File: src/rtl/tx_mac_pkg.sv
// Shared tx_mac definitions: AXIS width defaults and arbiter states.
// Imported by the tx-side arbiter and its picker.
package tx_mac_pkg;

   localparam int DEF_AXIS_DATA_WIDTH = 32;
   localparam int DEF_AXIS_DATA_BYTES = DEF_AXIS_DATA_WIDTH / 8;

   typedef enum logic {
      ARB_IDLE = 1'b0,
      ARB_PASS = 1'b1
   } arb_state_t;

endpackage

File: src/rtl/tx_axis_arb_pick.sv
// Combinational round-robin picker with optional strict priority for req[0].
// Produces a one-hot winner; all-zero when nothing is requesting.
module rr_arb_pick
   import tx_mac_pkg::*;
#(
   parameter int NUM_PORTS = 2,
   parameter int PTR_W     = $clog2(NUM_PORTS)
) (
   input  logic [NUM_PORTS-1:0] req,
   input  logic [PTR_W-1:0]     rr_ptr,
   input  logic                 prio_en,
   output logic [NUM_PORTS-1:0] win
);

   logic [PTR_W:0] pos;
   logic           found;

   always_comb begin
      win   = '0;
      found = 1'b0;
      pos   = '0;
      if (prio_en && req[0]) begin
         win[0] = 1'b1;
      end else begin
         // scan upward from rr_ptr, wrapping; port 0 sits out under priority
         for (int i = 0; i < NUM_PORTS; i++) begin
            pos = {1'b0, rr_ptr} + (PTR_W+1)'(i);
            if (pos >= (PTR_W+1)'(NUM_PORTS))
               pos = pos - (PTR_W+1)'(NUM_PORTS);
            if (!found && req[pos[PTR_W-1:0]] &&
                !(prio_en && pos == '0)) begin
               win[pos[PTR_W-1:0]] = 1'b1;
               found               = 1'b1;
            end
         end
      end
   end

endmodule

File: src/rtl/tx_axis_arb.sv
// Frame-level AXIS arbiter in front of tx_mac: one grant per frame,
// released on the accepted tlast beat; round-robin with optional port-0 priority.
module tx_axis_arb
   import tx_mac_pkg::*;
#(
   parameter int NUM_PORTS       = 2,
   parameter int AXIS_DATA_WIDTH = DEF_AXIS_DATA_WIDTH,
   parameter int AXIS_DATA_BYTES = AXIS_DATA_WIDTH / 8,
   parameter int PRIO_PORT0      = 0
) (
   input  logic                                 tx_clk,
   input  logic                                 tx_rst,
   input  logic [NUM_PORTS*AXIS_DATA_WIDTH-1:0] in_req_tdata,
   input  logic [NUM_PORTS*AXIS_DATA_BYTES-1:0] in_req_tkeep,
   input  logic [NUM_PORTS-1:0]                 in_req_tvalid,
   input  logic [NUM_PORTS-1:0]                 in_req_tlast,
   output logic [NUM_PORTS-1:0]                 out_req_tready,
   output logic [AXIS_DATA_WIDTH-1:0]           out_master_tx_tdata,
   output logic [AXIS_DATA_BYTES-1:0]           out_master_tx_tkeep,
   output logic                                 out_master_tx_tvalid,
   output logic                                 out_master_tx_tlast,
   input  logic                                 in_master_tx_tready,
   output logic [NUM_PORTS-1:0]                 out_grant,
   output logic                                 out_busy
);

   localparam int PTR_W = $clog2(NUM_PORTS);
   localparam logic [PTR_W-1:0] LAST_IDX = PTR_W'(NUM_PORTS - 1);

   arb_state_t                 state, state_nxt;
   logic [NUM_PORTS-1:0]       grant, grant_nxt;
   logic [PTR_W-1:0]           rr_ptr, rr_ptr_nxt;
   logic [NUM_PORTS-1:0]       win;
   logic [PTR_W-1:0]           g_idx;
   logic                       prio_en;
   logic                       pass;
   logic                       last_acc;
   logic [AXIS_DATA_WIDTH-1:0] mux_tdata;
   logic [AXIS_DATA_BYTES-1:0] mux_tkeep;
   logic                       mux_tvalid;
   logic                       mux_tlast;

   assign prio_en = (PRIO_PORT0 != 0);
   assign pass    = (state == ARB_PASS);

   rr_arb_pick #(
      .NUM_PORTS (NUM_PORTS),
      .PTR_W     (PTR_W)
   ) u_pick (
      .req     (in_req_tvalid),
      .rr_ptr  (rr_ptr),
      .prio_en (prio_en),
      .win     (win)
   );

   // grant is one-hot or zero, so the mux is a plain select
   always_comb begin
      mux_tdata  = '0;
      mux_tkeep  = '0;
      mux_tvalid = 1'b0;
      mux_tlast  = 1'b0;
      g_idx      = '0;
      for (int i = 0; i < NUM_PORTS; i++) begin
         if (grant[i]) begin
            mux_tdata  = in_req_tdata[i*AXIS_DATA_WIDTH +: AXIS_DATA_WIDTH];
            mux_tkeep  = in_req_tkeep[i*AXIS_DATA_BYTES +: AXIS_DATA_BYTES];
            mux_tvalid = in_req_tvalid[i];
            mux_tlast  = in_req_tlast[i];
            g_idx      = PTR_W'(i);
         end
      end
   end

   assign out_master_tx_tdata  = mux_tdata;
   assign out_master_tx_tkeep  = mux_tkeep;
   assign out_master_tx_tvalid = pass & mux_tvalid;
   assign out_master_tx_tlast  = pass & mux_tlast;
   assign out_req_tready       = pass ? (grant & {NUM_PORTS{in_master_tx_tready}}) : '0;
   assign out_grant            = grant;
   assign out_busy             = pass;

   assign last_acc = out_master_tx_tvalid & in_master_tx_tready & out_master_tx_tlast;

   always_comb begin
      state_nxt  = state;
      grant_nxt  = grant;
      rr_ptr_nxt = rr_ptr;
      unique case (state)
         ARB_IDLE: begin
            if (|in_req_tvalid) begin
               state_nxt = ARB_PASS;
               grant_nxt = win;
            end
         end
         ARB_PASS: begin
            if (last_acc) begin
               state_nxt = ARB_IDLE;
               grant_nxt = '0;
               // priority grants to port 0 leave the rotation untouched
               if (!(prio_en && g_idx == '0))
                  rr_ptr_nxt = (g_idx == LAST_IDX) ? '0 : g_idx + PTR_W'(1);
            end
         end
         default: begin
            state_nxt = ARB_IDLE;
            grant_nxt = '0;
         end
      endcase
   end

   always_ff @(posedge tx_clk or posedge tx_rst) begin
      if (tx_rst) begin
         state  <= ARB_IDLE;
         grant  <= '0;
         rr_ptr <= '0;
      end else begin
         state  <= state_nxt;
         grant  <= grant_nxt;
         rr_ptr <= rr_ptr_nxt;
      end
   end

endmodule

File: config.mk
export PLATFORM = sky130hd
export DESIGN_NAME = tx_axis_arb
export DESIGN_NICKNAME = d
export VERILOG_FILES = /design/src/rtl/tx_mac_pkg.sv /design/src/rtl/tx_axis_arb_pick.sv /design/src/rtl/tx_axis_arb.sv
export SDC_FILE = /design/constraint.sdc
export NUM_CORES = 1
export LEC_CHECK = 0
export ABC_AREA = 1
export CORE_ASPECT_RATIO = 0.5
export CORE_MARGIN = 2
export CORE_UTILIZATION = 21
export CTS_CLUSTER_DIAMETER = 30
export DETAILED_ROUTE_END_ITERATION = 16
export GPL_ROUTABILITY_DRIVEN = 0
export PLACE_DENSITY = 0.83
export REMOVE_ABC_BUFFERS = 1
export SYNTH_ARGS = -nofsm -noshare
export SYNTH_HDL_FRONTEND = slang
export SYNTH_SLANG_ARGS = --single-unit
File: constraint.sdc
create_clock -name tx_clk -period 1.5 [get_ports tx_clk]
set_clock_uncertainty 0.1 [all_clocks]
set_input_delay 0.15 -clock tx_clk [delete_from_list [all_inputs] [get_ports tx_clk]]
set_output_delay 0.15 -clock tx_clk [all_outputs]
set_load 0.005 [all_outputs]
==> metrics.md <==
| Metric | Value |
|---|---|
| IR Drop Worst-Case VDD | 0.000744 V |
| Switch Pwr | 1.36 mW |
| Fin. Hold Viols | 0 |
| Post-DP HPWL | 3.11 mm |
| Clock share of power | 6.9% |
| Final setup fails | 42 |
| Clock Tree Buf Depth | 2 |
| Sequential share of power | 6.5% |
| Max cap viols | 0 |
| Area grow syn2layout | 224% |
| Minimum clock period | 1.74 ns |
| Yosys Warn Count | 0 |
| # H-tree levels | 1 |
| Number of library cell types mapped by synthesis | 15 |
| Share of layout cells above drive strength 1 | 41.5% |
| Final Total Pwr | 3.45 mW |
| Starting DRT DRC Count | 100 |
| TritonCTS clock tree | done |
| Most numerous cell in the Yosys netlist | a22o_1 |
| Fmax | 574 MHz |
| Routed vias/inst | 5.11 |
| Asr flop ratio synth | 100% |
| Mapped Area | 683 um^2 |
| Ranking of synthesized cells by area | a22o_1 (46%), dfrtp_1 (15%), buf_4 (6.6%) |
| Cts hold-fix bufs | 0 |
| Grt ovf | 0 |
| Critical Path RT | 1.25 ns |
| Cts bufs inserted | 3 |
| Pin count of the biggest net entering global routing | 11 |
| Combinational cell fraction of total power | 86.6% |
| Core ar. | 3050 um^2 |
| Leakage power | 1.09 nW |
| Remaining antenna violation count | 0 |
| Worst-Skew Late Latency | 0.23 ns |
| Worst slew pin tran | 0.301 ns |
| Via count | 1399 |
| Placed cells | 249 |
| CP endpoint kind | output port |
| Diodes inserted | 0 |
| Crit path DAT | 1.49 ns |
| Switching Share | 39.5% |
| CP Launch Type | register |
| Routed len/inst | 19.8 um |
| Final cycle utilization of the critical path | 116% |
| Final WL | 5.42 mm |
| Vias in the first global route | 1350 |
| Root Driver | clkbuf_8 |
| Cell row count | 14 |
| Mapped Avg Cell Area | 8.04 um^2 |
| Initial Util | 22.4% |
| Area leader, netlist | a22o_1 |
| CTS sink count | 4 |
| Crit-path max FO | 4 |
| Max Slew Vio Count | 0 |
| Initial antenna violation count | 0 |
| Number of synthesized flops with an enable pin | 0 |
| Failing checks | setup timing |
| Unrepaired setup endpoints after global routing | yes |
| Die X-Extent | 84.7 um |
| IO Count | 122 |
| DIE AREA | 3750 um^2 |
| Number of fill cells | 194 |
| Setup ws final | -0.243 ns |
| Post-synth top flop | dfrtp_1 |
| Hold WC Path Type | in -> async |
| Max_slew headroom | 79.8% |
| Post-Synthesis Cells | 85 |
| IO Port Bufs | 121 |
| Non-filler cells, final | 274 |
| CTS clk-pin slew, worst paths | 0.04 ns |
| Share of the synthesized area in the top cell type | 46.2% |
| Pint | 2.09 mW |
| Sequential share of the synthesized area | 14.7% |
| GRT Total Usage | 26.1% |
| Power density over the cells | 1560 nW/um^2 |
| DRC Markers | 0 |
| Nets | 315 |
| Outcome | finished with violations |
| Die Y | 44.3 um |
| Crit path kind | reg -> out |
| Seq cells post-synth | 4 |
| Synth top cells by count | a22o_1 (36), nand2_1 (12), buf_4 (6), inv_1 (6), nor2_1 (5) |
| DRT Pass-1 Iters | 4 |
| First-pass GRT wire length | 7.38 mm |
-- state kept, by name, indices dropped and copies added, names as in the netlist --
| name | flops |
|---|---|
| out_busy | 1 |
| out_grant | 2 |
| rr_ptr | 1 |
-- path summary, 6_finish.rpt --
check / depth (start not counted) / start / endpoint / slack (ns)
worst min-delay path: 2 / tx_rst / out_grant[0]$_DFFE_PP0P_ / 0.06
worst max-delay path: 7 / out_grant[0]$_DFFE_PP0P_ / out_master_tx_tdata[23] / -0.24
worst min register to register: 2 / rr_ptr$_DFFE_PP0P_ / rr_ptr$_DFFE_PP0P_ / 0.41
min in group tx_clk: 2 / rr_ptr$_DFFE_PP0P_ / rr_ptr$_DFFE_PP0P_ / 0.41
worst max register to register: 10 / out_grant[1]$_DFFE_PP0P_ / out_busy$_DFF_PP0_ / -0.11
max in group asynchronous: 2 / tx_rst / out_busy$_DFF_PP0_ / 1.05
-- kinds of logic (layout without fill, tap and decap cells) --
group	after synthesis	count (layout)	share of synthesized area, %
AOI/OAI and AO/OA	39	39	49.4
and+or+nand+nor	25	25	21.1
buffers and inverters	17	166	14.8
DFF	4	4	14.7
-- cells in the final DEF (no fill, tap or decap), types with 2 or more instances in the layout --
cell              n
buf_2            37
clkdlybuf4s50_1  79
inv_1             6
nand3_2           2
nand3_4           2
buf_6            12
clkbuf_8          3
nor2_2            2
dfrtp_2           2
clkbuf_2          4
nand2_2           3
buf_16            4
buf_12            3
nor2_1            3
nand2_4           3
dfrtp_1           2
buf_4            14
nand2_1           8
a22o_1           36
-- per-layer routing --
layer  up-vias  part of all wire (%)  track usage (%)
li1        624                     -                -
met3        18                   6.5             5.22
met1       682                    35             29.0
met5         -                     0                0
met2        75                    54             51.8
met4         0                   3.7             8.25
-- per-stage QoR --
step                cell area, um^2  hold WS (ns)  setup WS (ns)  util, %  TNS, ns
floorplan                       608        -0.184         -0.455        -   -11.66
global placement               1980         0.249         -0.226     64.9    -6.52
detailed placement             1980         0.255         -0.253     64.9    -7.89
CTS                            2170        0.0232         -0.212     71.2    -5.09
global route                   2210        0.0693         -0.280     72.5    -8.23
finish                         2210        0.0584         -0.243     72.5    -6.63
-- power groups by stage --
stage	Clock (mW)	Combinational, mW	Sequential (mW)
6_report	0.237	2.99	0.226
5_1_grt	0.250	3.15	0.233
4_1_cts	0.233	2.81	0.221
3_5_place_dp	0	2.31	0.218
3_3_place_gp	0	2.26	0.217
2_1_floorplan	0	0.746	0.302
-- layout make-up --
class / instances / area, um^2 / share of cell area [%]
inverter: 7 / 26.3 / 1.19
timing repair buffer: 156 / 1460 / 66.0
multi-input combinational: 64 / 532 / 24.1
tap: 40 / 50.0 / 2.26
clock buffer: 3 / 41.3 / 1.87
sequential: 4 / 103 / 4.64
-- critical path: stages, from the launching register on --
cell	delay, ns
dfrtp_1	0.39
inv_2	0.11
nor2_8	0.06
buf_4	0.14
buf_6	0.11
buf_12	0.12
a22o_1	0.20
buf_2	0.13
-- timing repair --
action	in CTS	in global routing
pin swaps	7	7
resized for setup	181	20
setup endpoints to repair	46	46
buffers inserted	13	4
cloned	6	1
(Power assumes the default switching activity.)
